### config.mk
export PLATFORM = sky130hd
export DESIGN_NAME = fu_input_join_merge
export DESIGN_NICKNAME = d
export VERILOG_FILES = /design/src/rtl/cgra_pkg.sv /design/src/rtl/eb_fifo.sv /design/src/rtl/fu_input_join_merge.sv
export SDC_FILE = /design/constraint.sdc
export NUM_CORES = 1
export LEC_CHECK = 0
export ABC_AREA = 0
export BUFFER_PORTS_ARGS = -buffer_cell sky130_fd_sc_hd__buf_2
export CAP_MARGIN = 25
export CORE_MARGIN = 2
export CORE_UTILIZATION = 45
export DETAILED_ROUTE_END_ITERATION = 10
export PLACE_DENSITY_LB_ADDON = 0.1
export SLEW_MARGIN = 10
export SYNTH_ARGS = -nofsm -noshare
export SYNTH_HDL_FRONTEND = slang
export SYNTH_SLANG_ARGS = --single-unit
export TNS_END_PERCENT = 50
### constraint.sdc
create_clock -name clk_i -period 3.8 [get_ports clk_i]
set_input_delay 0.19 -clock clk_i [delete_from_list [all_inputs] [get_ports clk_i]]
set_output_delay 0.19 -clock clk_i [all_outputs]
set_load 0.01 [all_outputs]
### src/rtl/cgra_pkg.sv
// cgra_pkg: shared CGRA types and defaults for the functional-unit input stage.
package cgra_pkg;
    localparam int NUM_DIRS = 4;
    localparam int DATA_WIDTH_DEFAULT = 32;
    typedef enum logic [1:0] {DIR_W, DIR_S, DIR_E, DIR_N} dir_e;
    typedef enum logic {MODE_JOIN, MODE_MERGE} fire_mode_e;
endpackage

### src/rtl/eb_fifo.sv
// eb_fifo: small elastic buffer with a registered occupancy count and reset-cleared storage.
module eb_fifo #(
    parameter int DATA_WIDTH = 32,
    parameter int FIFO_DEPTH = 2
) (
    input  logic                  clk,
    input  logic                  rst,
    input  logic                  push,
    input  logic                  pop,
    input  logic [DATA_WIDTH-1:0] data,
    output logic [DATA_WIDTH-1:0] head,
    output logic                  empty,
    output logic                  full
);
    localparam int AW = $clog2(FIFO_DEPTH);
    logic [DATA_WIDTH-1:0] mem [FIFO_DEPTH];
    logic [AW-1:0] wr_ptr, rd_ptr;
    logic [AW:0] count;
    always_ff @(posedge clk) begin
        if (rst) begin
            mem <= '{default: '0};
            wr_ptr <= '0;
            rd_ptr <= '0;
            count <= '0;
        end else begin
            if (push) begin
                mem[wr_ptr] <= data;
                wr_ptr <= wr_ptr + 1'b1;
            end
            if (pop) rd_ptr <= rd_ptr + 1'b1;
            count <= count + {{AW{1'b0}}, push} - {{AW{1'b0}}, pop};
        end
    end
    assign head = mem[rd_ptr];
    assign empty = count == '0;
    assign full = count == {1'b1, {AW{1'b0}}};
endmodule

### src/rtl/fu_input_join_merge.sv
// fu_input_join_merge: buffers the four neighbour channels and fires operands to the FU
// with join (all masked inputs present) or merge (cin picks A or B) semantics.
module fu_input_join_merge
    import cgra_pkg::*;
#(
    parameter int DATA_WIDTH = DATA_WIDTH_DEFAULT,
    parameter int NUM_IN = NUM_DIRS,
    parameter int FIFO_DEPTH = 2
) (
    input  logic                         clk_i,
    input  logic                         rst_i,
    input  logic [1:0]                   mux_a_sel_i,
    input  logic [1:0]                   mux_b_sel_i,
    input  logic [1:0]                   mux_c_sel_i,
    input  logic [NUM_IN-1:0]            join_mask_i,
    input  logic                         merge_en_i,
    input  logic [NUM_IN*DATA_WIDTH-1:0] in_data_i,
    input  logic [NUM_IN-1:0]            in_v_i,
    output logic [NUM_IN-1:0]            in_r_o,
    output logic [DATA_WIDTH-1:0]        out_a_o,
    output logic [DATA_WIDTH-1:0]        out_b_o,
    output logic                         out_cin_o,
    output logic                         out_v_o,
    input  logic                         out_r_i
);
    logic [DATA_WIDTH-1:0] head [NUM_IN];
    logic [NUM_IN-1:0] empty, full, push, pop;
    logic join_v, merge_v, fire;
    fire_mode_e mode;
    dir_e sel;
    for (genvar g = 0; g < NUM_IN; g++) begin : g_fifo
        eb_fifo #(.DATA_WIDTH(DATA_WIDTH), .FIFO_DEPTH(FIFO_DEPTH)) u_fifo (
            .clk(clk_i),
            .rst(rst_i),
            .push(push[g]),
            .pop(pop[g]),
            .data(in_data_i[g*DATA_WIDTH +: DATA_WIDTH]),
            .head(head[g]),
            .empty(empty[g]),
            .full(full[g])
        );
    end
    assign mode = fire_mode_e'(merge_en_i);
    // Readiness depends only on registered occupancy, never on out_r_i.
    assign in_r_o = rst_i ? '0 : join_mask_i & ~full;
    assign push = in_v_i & in_r_o;
    assign out_cin_o = !rst_i && !empty[mux_c_sel_i] && head[mux_c_sel_i][0];
    assign sel = out_cin_o ? dir_e'(mux_b_sel_i) : dir_e'(mux_a_sel_i);
    assign join_v = |join_mask_i && &(~join_mask_i | ~empty);
    assign merge_v = !empty[mux_c_sel_i] && !empty[sel];
    assign out_v_o = !rst_i && (mode == MODE_MERGE ? merge_v : join_v);
    assign fire = out_v_o & out_r_i;
    // A one-hot OR collapses shared selections, so an input never pops twice.
    assign pop = !fire ? '0 :
                 mode == MODE_MERGE ? (NUM_IN'(1) << mux_c_sel_i) | (NUM_IN'(1) << sel) :
                 join_mask_i;
    assign out_a_o = head[mode == MODE_MERGE ? sel : mux_a_sel_i];
    assign out_b_o = head[mux_b_sel_i];
endmodule

Word-level counts from Yosys, hierarchy flattened
Index checks and enable logic that the tools add are counted.

Add/sub/neg operators: 16. Shift-type cells: 2. Div/mod/pow operators: 0. Equality and inequality tests: 4. Bitwise gates (word level): 19. $lt $le $gt $ge: 17. Reductions and logical operators: 18. $mul: 0. Muxes and demuxes: 43.

Operators with widths (number): $mux W32 (20); $bwmux W64 (4); $bmux W32 S2 (3); $demux W32 S1 (4); $ge A2 B2 Y1 const B (8); $not A1 Y2 (8); $mux W4 (3); $not A4 Y4 (3); $ge A3 B3 Y1 const B (3); $logic_and A1 B1 Y1 (9); $not A2 Y3 (3); $add A1 B1 Y1 const B (8); $add A2 B1 Y2 (4); $and A4 B4 Y4 (2); $eq A2 B2 Y1 const B (4); $logic_not A2 Y1 (4); $lt A2 B1 Y1 const B (4); $or A4 B4 Y4 (2); $shl A1 B2 Y4 const A (2); $sub A2 B1 Y2 (4); $lt A2 B3 Y1 const B (2); $mux W1 (5); $bmux W1 S2 (2); $mux W2 (2); other kinds (4) (6).

Word-level logic and storage cells: 139. Bits of input ports: 146. Memory bits (writable): 0. Output and inout port bits: 70. Latch bits: 0. Register bits after elaboration: 272. Memory bits (read-only): 0. Memories: 0.

Longest topological paths before layout
Gate-level depths: netlist of the first run.

Word-level depth: 18. Depth in mapped cells: 12.

Hierarchy
From an unflattened synthesis of the first run, not the netlist that was laid out.

Cells, all modules: 1561. Area, all modules: 13631.8 µm².

By module, submodules not included: eb_fifo (area each 2854.0 µm², seq. area each 1361.3 µm², instances 4, cells each 337); fu_input_join_merge (area each 2215.9 µm², seq. area each 0.0 µm², instances 1, cells each 213).

Worst setup path before layout of the first run
Ideal clock, no wire load.

Path kind: reg-to-reg. Start: register g_fifo[3].u_fifo.rd_ptr. End: register g_fifo[1].u_fifo.count[0]. Path buffers: 2. Required time: 3672 ps. Library setup time: 128 ps. Setup slack: 780 ps. Arrival: 2892 ps. Cell stages (with the launch flop): 12. Cells stage by stage: dfxtp_1 buf_4 mux2i_1 a222oi_1 and3_1 clkbuf_1 mux2_2 and3_1 ha_1 inv_1 ha_1 nor2b_1.

Longest elaborated chain between the ends: 18. Elaborated cells on any way between the ends: 21. Those cells by class: add/sub: 1; shift: 1; mux: 12; bitwise: 3; reduce/logical: 4.

Ends and longest elaborated chain: from (decl) (line eb_fifo.sv:17) `logic [AW-1:0] wr_ptr, rd_ptr;`; from (signal assigned) (line eb_fifo.sv:30) `if (pop) rd_ptr <= rd_ptr + 1'b1;`; $not A1 Y2 (not written as such) (*) (line eb_fifo.sv:34) `assign head = mem[rd_ptr];`; $mux W32 (not written as such) (*) (3 in a row) (line eb_fifo.sv:34); $bmux W32 S2 (*) (line fu_input_join_merge.sv:47) `assign out_cin_o = !rst_i && !empty[mux_c_sel_i] && head[mux_c_sel_i][0];`; $mux W1 (not written as such) (*) (2 in a row) (line fu_input_join_merge.sv:47); $logic_and A1 B1 Y1 (*) (line fu_input_join_merge.sv:47); via out_cin_o (line fu_input_join_merge.sv:22) `output logic out_cin_o,`; $mux W2 (*) (line fu_input_join_merge.sv:48) `assign sel = out_cin_o ? dir_e'(mux_b_sel_i) : dir_e'(mux_a_sel_i);`; $bmux W1 S2 (line fu_input_join_merge.sv:50) `assign merge_v = !empty[mux_c_sel_i] && !empty[sel];`; $mux W1 (not written as such) (line fu_input_join_merge.sv:50); $logic_not A1 Y1 (line fu_input_join_merge.sv:50); $logic_and A1 B1 Y1 (line fu_input_join_merge.sv:50); $mux W1 (line fu_input_join_merge.sv:51) `assign out_v_o = !rst_i && (mode == MODE_MERGE ? merge_v : join_v);`; $logic_and A1 B1 Y1 (line fu_input_join_merge.sv:51); $and A1 B1 Y1 (line fu_input_join_merge.sv:52) `assign fire = out_v_o & out_r_i;`; $mux W4 (*) (line fu_input_join_merge.sv:54) `assign pop = !fire ? '0 :`; via g_fifo[1].u_fifo.pop (line eb_fifo.sv:9) `input logic pop,`; $sub A2 B1 Y2 (*) (line eb_fifo.sv:31) `count <= count + {{AW{1'b0}}, push} - {{AW{1'b0}}, pop};`; to (signal assigned) (line eb_fifo.sv:31); to (decl) (line eb_fifo.sv:18) `logic [AW:0] count;`.

Mark *: on every way through the listed nets, which the timed path passes. The rest lies on a longest branch. The select of a mux whose other input is x is not followed. A chain may end at the register's enable or synchronous reset.

Worst setup path after layout of the first run
Start: register g_fifo[3].u_fifo.rd_ptr. End: output port out_a_o[2].

Longest elaborated chain between the ends: 14.

Ends and longest elaborated chain: $not A1 Y2 (not written as such) (*) (line eb_fifo.sv:34); $mux W32 (not written as such) (*) (3 in a row) (line eb_fifo.sv:34); $bmux W32 S2 (line fu_input_join_merge.sv:47); $mux W1 (not written as such) (2 in a row) (line fu_input_join_merge.sv:47); $logic_and A1 B1 Y1 (line fu_input_join_merge.sv:47); $mux W2 (line fu_input_join_merge.sv:48); $mux W2 (line fu_input_join_merge.sv:57) `assign out_a_o = head[mode == MODE_MERGE ? sel : mux_a_sel_i];`; $not A2 Y3 (line fu_input_join_merge.sv:57); $bmux W32 S2 (*) (line fu_input_join_merge.sv:57); $mux W32 (*) (2 in a row) (line fu_input_join_merge.sv:57); to (decl) (line fu_input_join_merge.sv:20) `output logic [DATA_WIDTH-1:0] out_a_o,`.

Mark *: on every way between the ends. The rest lies on a longest branch, timed or not. The select of a mux whose other input is x is not followed.

==> results of run 1 <==
[cells in the final DEF, fill, tap and decap left out, types with 6 or more instances in the layout]
cell	count
o21ai_0	126
mux2i_1	102
nand2b_1	8
clkbuf_16	31
ha_1	8
and2_1	62
a21oi_1	232
a211oi_1	9
nor2_1	46
nand2_1	527
mux2_2	63
dlygate4sd3_1	131
a31oi_1	6
clkbuf_8	8
o211ai_1	31
buf_4	31
and3_1	9
inv_1	19
dfxtp_1	270
nor2b_1	6
buf_2	213
o22ai_1	31
[repair_timing]
| item | in CTS | in global routing |
|---|---|---|
| hold endpoints to repair | 259 | 0 |
| hold buffers | 131 | 0 |
| buffers inserted | 0 | 0 |
[critical path: stages (launching register included)]
cell and delay, ns:
dfxtp_2 0.32, mux2i_1 0.19, a222oi_1 0.37, buf_4 0.20
nand4_2 0.23, mux2_4 0.52, buf_4 0.32, o21ai_0 0.12
o22ai_1 0.26, buf_2 0.18
[routing by layer]
metal  vias up  global-route usage, %
li1       6409                      -
met1      6060                   40.0
met2       419                   44.3
met3        51                   3.32
met4         0                   7.23
met5         -                      0
[flip-flops by register name, summed over array words and instances, names as in the netlist]
signal,count
g_fifo.u_fifo.wr_ptr,4
g_fifo.u_fifo.rd_ptr,4
g_fifo.u_fifo.mem,256
g_fifo.u_fifo.count,8
[final timing paths]
kind	startpoint	to
worst max-delay path	g_fifo[3].u_fifo.rd_ptr	out_a_o[2]
worst min-delay path	rst_i	g_fifo[1].u_fifo.mem[32]
worst max register to register	g_fifo[3].u_fifo.rd_ptr	g_fifo[1].u_fifo.count[0]
worst min register to register	g_fifo[0].u_fifo.mem[59]	g_fifo[0].u_fifo.mem[59]
[cells by family after synthesis]
logic type | synth area share, %
xor+xnor | 0.592
fa+ha+maj | 0.751
buf+inv | 5.00
flops | 40.9
mux | 13.8
compound gates | 17.9
simple gates | 21.1
[area by class of cell]
cell class              instances  area, um^2
fillers                      2664       11900
multi-input cells            1307        7240
flip-flops and latches        272        5450
repair buffers                381        2720
clock buffers                  43         891
well taps                     384         480
clock inverters                11         143
inverters                      19        71.3
[stage by stage]
step | setup slack (ns) | hold slack (ns) | instances
6_report | 0.335 | 0.127 | 2417
5_1_grt | 0.0673 | 0.140 | 2417
4_1_cts | 0.359 | 0.119 | 2417
3_5_place_dp | 0.953 | 0.443 | 2232
3_3_place_gp | 0.979 | 0.438 | 2232
2_1_floorplan | 0.780 | 0.326 | 1742
[where the power goes]
group | internal (uW) | switching, uW | leakage, uW
registers | 2920 | 39.5 | 0.00220
clock network | 1830 | 1190 | 0.000505
logic | 446 | 597 | 0.00379
total | 5190 | 1830 | 0.00649
==> flow_metrics.tcl, run 1 <==
set metrics [dict create \
    status "completed" \
    grt_pass1_wl_um 67700 \
    finalCoreUtilization_pct 58.7 \
    grt_pass1_vias 12100 \
    setup_viol 0 \
    yosysTopAreaCell "dfxtp_1" \
    via_per_inst 5.35 \
    drt_iter0_drc 1173 \
    syn_inst 1742 \
    synthArstFlopShare_pct 0 \
    drive_gt1_share_pct 18.6 \
    numPortBuffers 215 \
    cts_root_buf "clkbuf_16" \
    wirelength_um 44400 \
    syn-cell-area_mm2 0.0133 \
    startpoint_type "flip-flop" \
    slew_violations 0 \
    ios 216 \
    max_freq_mhz 289 \
    endpoint_kind "primary output" \
    gp_congestion 0.874 \
    numCtsBuffers 30 \
    final_area_mm2 0.0170 \
    ys_top_cells_by_area "dfxtp_1 41%, nand2_1 15%, a21oi_1 8.7%, mux2i_1 7.8%, mux2_2 5.3%" \
    synthTopCellsByCount "527 x nand2_1, 272 x dfxtp_1, 232 x a21oi_1" \
    place_area_mm2 0.0147 \
    grt.total_usage_pct 27.8 \
    synth_edf_count 0 \
    fp.dieH_um 176 \
    vdd_drop_max_v 0.000332 \
    wl_per_cell_um 18.4 \
    synth_cell_types 41 \
    finClkSkew_ns 0.00934 \
    dr_total_vias 12900 \
    placementRows 62 \
    fin_crit_sh_pct 91.2 \
    tns_ns 0 \
    top_layer "met4" \
    synth_top_area_share_pct 40.9 \
    cts_buffer_depth 3 \
    ys_seq_area_share_pct 40.9 \
    r2r_slack_ns 0.99 \
    die_w_um 176 \
    clkTransAtPathRegs_ns 0.06 \
    tightest_slew_ns 0.834 \
    drtPass1Iterations 5 \
    core_area_mm2 0.0289 \
    avgSynthCellArea_um2 7.65 \
    area_growth_pct 27.6 \
    ant_nets 0 \
    r2r_cells 10 \
    cp.arrival_ns 3.28 \
    cts_resized 0 \
    die_area_mm2 0.0310 \
    overflow 0 \
    holdPathStages 2 \
    hold_class "input pin to flip-flop" \
    yosys_warnings 0 \
    start_util_pct 46.0 \
    clk_latency_ns 0.55 \
    clkSinkCount 272 \
    grt_max_degree 81 \
    fin_crit_ns 3.47 \
    hpwl_um 30200 \
    final_nets 2165 \
    powerDensity_mw_per_mm2 413 \
    path_class "flip-flop to primary output" \
    yosys_register_bits 272 \
    dr_wl_met3_um 2770 \
    max_slew_margin_pct 44.4 \
    maxCapViolations 0 \
    ys.flop_type "dfxtp_1" \
    finalPower_uw 7020 \
    yosysMostFrequentCell "nand2_1" \
    rsz0062_at_grt "false" \
    synth_fp_nets 1896 \
    wl_met1_um 20300 \
    antenna_cells 0 \
    finalHoldViolCount 0 \
    crit_required_ns 3.61 \
    antenna_found_initial 0 \
    cts_tree "built" \
    p_leak_uw 0.00649 \
    drc 0 \
    met2WireLength_um 20300 \
    cts-htree-levels 1 \
    worstPathMaxFanout 44 \
]
Power figures use the tool's default switching activity.
==> run 2, diff against run 1 <==
HOLD_SLACK_MARGIN = 0.03   (was unset)
PLACE_DENSITY_LB_ADDON = 0.15   (was 0.1)
==> run 2 against run 1 <==
- global-route usage is 0.27 points higher
- cell count decreased by 0.12%
- critical path type unchanged
- largest power group unchanged
- sequential share of layout area up 0.092 points
- sequential power about the same
- register-to-register slack got worse by 0.04 ns
- power increased by 0.81%
- via count grew 1.3%
- utilization is 0.17 points lower
- largest cell class unchanged
- clock-buffer cell count rose by 5
==> flow_metrics.tcl, run 2 (synthesis gave the netlist of run 1 again) <==
set metrics [dict create \
    status "completed" \
    fin_crit_sh_pct 87.7 \
    final_cell_mix "527 x nand2_1, 270 x dfxtp_1, 232 x a21oi_1" \
    switching_share_pct 25.4 \
    crit_required_ns 3.61 \
    cp.arrival_ns 3.14 \
    clkSinkCount 272 \
    clockPowerShare_pct 43.5 \
    wirelength_um 45100 \
    cts_buffer_depth 3 \
    vdd_drop_max_v 0.000300 \
    core_area_mm2 0.0289 \
    ios 216 \
    dr_total_vias 13100 \
    cts_tree "built" \
    largest_register "g_fifo.u_fifo.mem" \
    p_sw_uw 1800 \
    p_leak_uw 0.00648 \
    drc 0 \
    cts_root_buf "clkbuf_16" \
    seqPwrFrac_pct 41.9 \
    drt_iter0_drc 1109 \
    cts-htree-levels 1 \
    fin_hold_ws_ns 0.0575 \
    max_slew_margin_pct 22.0 \
    die_area_mm2 0.0310 \
    antenna_found_initial 1 \
    overflow 0 \
    top_regs "g_fifo.u_fifo.mem (256), g_fifo.u_fifo.count (8)" \
    slew_violations 0 \
    rsz0062_at_grt "false" \
    drtPass1Iterations 7 \
    clk_latency_ns 0.55 \
    grt_max_degree 230 \
    numPortBuffers 215 \
    maxCapViolations 0 \
    setup_viol 0 \
    final_area_mm2 0.0169 \
    drive_gt1_share_pct 18.4 \
    tightest_slew_ns 1.17 \
    startpoint_type "flip-flop" \
    area_growth_pct 27.2 \
    start_util_pct 46.0 \
    finalCoreUtilization_pct 58.6 \
    hold_class "input pin to flip-flop" \
    grt_pass1_wl_um 68100 \
    placementRows 62 \
    die_w_um 176 \
    path_class "flip-flop to primary output" \
    r2r_cells 11 \
    finClkSkew_ns 0.0154 \
    place_area_mm2 0.0146 \
    cts_resized 0 \
    final_common_cell "nand2_1" \
    largest_reg_flops 256 \
    worstPathMaxFanout 45 \
    wl_per_cell_um 18.7 \
    finalHoldViolCount 0 \
    hpwl_um 29900 \
    tns_ns 0 \
    endpoint_kind "primary output" \
    max_freq_mhz 300 \
    comb_power_share_pct 14.6 \
    clkTransAtPathRegs_ns 0.06 \
    powerDensity_mw_per_mm2 418 \
    fp.dieH_um 176 \
    via_per_inst 5.43 \
    numCtsBuffers 30 \
    fin_crit_ns 3.33 \
    internal-power_uw 5280 \
    grt_pass1_vias 12000 \
    holdPathStages 2 \
    ant_nets 0 \
    gp_congestion 0.850 \
    grt.total_usage_pct 28.1 \
    final_nets 2160 \
]
[run 2: changes by cell type in the layout (fill, tap and decap cells not counted)]
| cell | change |
|---|---|
| clkinv_2 | -2 |
| buf_4 | -1 |
| clkinvlp_4 | -1 |
| buf_12 | -4 |
| clkinv_4 | -2 |
| clkbuf_8 | +5 |
| diode_2 | +2 |
[run 2: final timing paths]
kind	from	end	slack (ns)
setup / recovery	g_fifo[1].u_fifo.rd_ptr	out_a_o[19]	0.47
hold / removal	rst_i	g_fifo[1].u_fifo.wr_ptr	0.06
setup reg to reg	g_fifo[3].u_fifo.rd_ptr	g_fifo[1].u_fifo.count[1]	0.95
hold reg to reg	g_fifo[0].u_fifo.mem[39]	g_fifo[0].u_fifo.mem[39]	0.45
[run 2: final cells by class]
| type | count | area [um^2] |
|---|---|---|
| Tap cell | 384 | 480 |
| Multi-Input combinational cell | 1307 | 7240 |
| Clock buffer | 48 | 960 |
| Fill cell | 2627 | 12000 |
| Antenna cell | 2 | 5.00 |
| Inverter | 19 | 71.3 |
| Timing Repair Buffer | 376 | 2640 |
| Sequential cell | 272 | 5450 |
| Clock inverter | 6 | 108 |
[run 2: stage by stage]
step / total power (uW) / setup WS [ns] / instances
3_3_place_gp: 3930 / 0.753 / 2226
6_report: 7080 / 0.468 / 2414
3_5_place_dp: 3940 / 0.716 / 2226
4_1_cts: 7110 / 0.142 / 2411
2_1_floorplan: 3580 / 0.780 / 1742
5_1_grt: 7340 / 0.266 / 2412
[run 2: metal layers]
layer	share of wire, %	GRT usage [%]
met4	4.4	11.6
met3	6.5	3.96
met5	0	0
met1	45	39.2
met2	44	43.6
[run 2: power by group through the flow]
stage	logic, uW	clock network [uW]	registers (uW)
after floorplan	567	0	3010
after global placement	903	0	3020
after detailed placement	915	0	3030
after CTS	1020	3120	2960
after global routing	1120	3250	2970
final	1040	3080	2960
[run 2: critical path: stages, from the launching register on]
cell	delay (ns)
dfxtp_2	0.32
mux2i_1	0.19
a31oi_1	0.47
nand4_2	0.28
mux2_4	0.43
buf_4	0.26
and2_1	0.19
o22ai_1	0.27
buf_2	0.19
[run 2: repair_timing]
item,4_1_cts,5_1_grt
endpoints found under the hold margin,259,0
endpoints found under the setup margin,0,14
hold buffers,131,0
buffers inserted,0,1
==> run 3, diff against run 2 <==
SYNTH_HIERARCHICAL = 1   (was unset)
==> run 3 against run 2 <==
- register-to-register slack lost 0.73 ns
- via count shrank 7.5%
- critical path depth rose by 5
- largest power group is now registers
==> flow_metrics.tcl, run 3 <==
set metrics [dict create \
    numCtsBuffers 30 \
    cpMaxStageDelayCell "or4b_1" \
    drtPass1Iterations 5 \
    internal-power_uw 4970 \
    fin_crit_sh_pct 94.3 \
    slew_violations 0 \
    die_area_mm2 0.0317 \
    yosys_warnings 6 \
    placementRows 63 \
    finalHoldViolCount 0 \
    ys_top_cells_by_area "dfxtp_1 40%, nand2_1 14%, mux2_2 11%, a21oi_1 8.3%, mux2i_1 7.4%" \
    synth_fp_nets 1715 \
    ant_nets 0 \
    seqPwrFrac_pct 44.6 \
    vdd_drop_max_v 0.000319 \
    drive_gt1_share_pct 27.3 \
    post_cts_buffers 0 \
    clockPowerShare_pct 43.5 \
    worstPathMaxFanout 7 \
    clk_latency_ns 0.55 \
    hold_class "input pin to flip-flop" \
    multi_input_area_mm2 0.00739 \
    startpoint_type "flip-flop" \
    largest_register "g_fifo.u_fifo/mem" \
    synth_edf_count 0 \
    finClkSkew_ns 0.00754 \
    drt_iter0_drc 796 \
    wirelength_um 42700 \
    path_class "flip-flop to flip-flop" \
    syn_inst 1561 \
    die_w_um 178 \
    rsz0062_at_grt "false" \
    synthTopCellsByCount "521 x nand2_1, 272 x dfxtp_1, 225 x a21oi_1" \
    clkTransAtPathRegs_ns 0.06 \
    cts-htree-levels 1 \
    p_leak_uw 0.00674 \
    area_growth_pct 24.9 \
    cp.arrival_ns 3.98 \
    gp_congestion 0.849 \
    switching_share_pct 24.8 \
    crit_chain "mux2_2, mux2_2, a22oi_2, o21bai_1, or4b_1, a2bb2oi_1, nor4_2, ha_1, inv_1, ha_1, xor2_1, xnor2_1, nor2_1" \
    synthArstFlopShare_pct 0 \
    avgSynthCellArea_um2 8.73 \
    comb_power_share_pct 11.9 \
    ios 216 \
    status "completed" \
    antenna_found_initial 3 \
    via_per_inst 5.37 \
    grt.total_usage_pct 26.2 \
    crit_required_ns 4.19 \
    core_area_mm2 0.0297 \
    start_util_pct 45.9 \
    regArea_mm2 0.00545 \
    overflow 0 \
    hpwl_um 29100 \
    drc 0 \
    largest_reg_flops 256 \
    max_freq_mhz 279 \
    n_fill_cell 2750 \
    dr_total_vias 12100 \
    synth_top_area_share_pct 39.9 \
    numPortBuffers 215 \
    yosysMostFrequentCell "nand2_1" \
    top_regs "g_fifo.u_fifo/mem (256), g_fifo.u_fifo/count (8)" \
    final_common_cell "nand2_1" \
    tightest_slew_ns 1.23 \
    grt_pass1_vias 11400 \
    p_sw_uw 1640 \
    yosys_register_bits 272 \
    fin_crit_ns 3.58 \
    cts_buffer_depth 3 \
    r2r_slack_ns 0.22 \
    grt_max_degree 208 \
    ys.flop_type "dfxtp_1" \
    cts_tree "built" \
    clkSinkCount 272 \
    setup_viol 0 \
    yosysTopAreaCell "dfxtp_1" \
    final_nets 1996 \
    max_slew_margin_pct 18.3 \
    wl_per_cell_um 18.9 \
    powerDensity_mw_per_mm2 388 \
    maxCapViolations 0 \
    cts_root_buf "clkbuf_16" \
    cpPeakStageDelay_ns 0.53 \
    final_cell_mix "521 x nand2_1, 272 x dfxtp_1, 225 x a21oi_1" \
    synth_cell_types 39 \
    grt_pass1_wl_um 63500 \
    endpoint_kind "flip-flop" \
    fp.dieH_um 178 \
    syn-cell-area_mm2 0.0136 \
    worst_slack_ns 0.216 \
    ys_seq_area_share_pct 39.9 \
    pre_cts_ws_ns 0.163 \
    tns_ns 0 \
]
[run 3: final cells by class]
cell class	count	share of cell area, %
diodes	2	0.0294
clock buffers	45	5.28
clock inverters	10	0.441
inverters	10	0.220
multi-input cells	1150	43.4
flip-flops and latches	272	32.0
well taps	390	2.87
repair buffers	378	15.8
[run 3: power groups by stage]
stage | Combinational (uW) | Sequential [uW] | Clock, uW
5_1_grt | 844 | 2950 | 3020
4_1_cts | 781 | 2950 | 2910
2_1_floorplan | 426 | 3000 | 0
3_5_place_dp | 674 | 3010 | 0
6_report | 787 | 2950 | 2870
3_3_place_gp | 671 | 3010 | 0
[run 3: cell families (layout without fill, tap and decap cells)]
| family | Yosys count | in the layout | synth area share [%] |
|---|---|---|---|
| AND/OR/NAND/NOR | 592 | 592 | 17.4 |
| AO/OA/AOI/OAI | 274 | 274 | 11.3 |
| flip-flops | 272 | 272 | 39.9 |
| multiplexers | 264 | 264 | 23.6 |
| buffers and inverters | 139 | 443 | 6.28 |
| XOR/XNOR | 12 | 12 | 0.771 |
| adder cells (fa/ha/maj) | 8 | 8 | 0.734 |
| other | 0 | 2 | 0 |
[run 3: critical path, delay by kind of cell (launching register included)]
family	cells	cell delay [ns]
simple gates	3	0.95
compound gates	3	0.69
mux	2	0.66
fa+ha+maj	2	0.43
flops	1	0.33
xor+xnor	2	0.31
buf+inv	1	0.06
[run 3: final timing paths]
check                                              from                         to  cells after the start
worst max register to register  g_fifo[3].u_fifo/rd_ptr  g_fifo[2].u_fifo/count[1]                     13
worst min-delay path                              rst_i    g_fifo[1].u_fifo/rd_ptr                      2
worst max-delay path            g_fifo[3].u_fifo/rd_ptr  g_fifo[2].u_fifo/count[1]                     13
worst min register to register  g_fifo[2].u_fifo/mem[5]    g_fifo[2].u_fifo/mem[5]                      2
[run 3: metal layers]
layer / up-vias / wire (um) / global-route usage [%]
met2: 451 / 19500 / 42.0
li1: 5825 / - / -
met1: 5775 / 19000 / 36.5
met3: 66 / 2670 / 3.15
met4: 2 / 1520 / 9.12
met5: - / 13 / 0
[run 3: repair_timing]
item	in CTS	in global routing
hold endpoints to repair	256	0
setup endpoints to repair	0	15
hold buffers	128	0
resized for setup	0	4
[run 3: per-stage QoR]
stage	utilization (%)	std cells	power [uW]	hold slack [ns]	cell area (um^2)
finish	57.3	2257	6610	0.0621	17000
global route	57.3	2255	6820	0.0642	17000
CTS	57.2	2255	6640	0.0370	17000
detailed placement	49.6	2072	3680	0.443	14700
global placement	49.6	2072	3680	0.439	14700
floorplan	-	1561	3430	0.326	13600
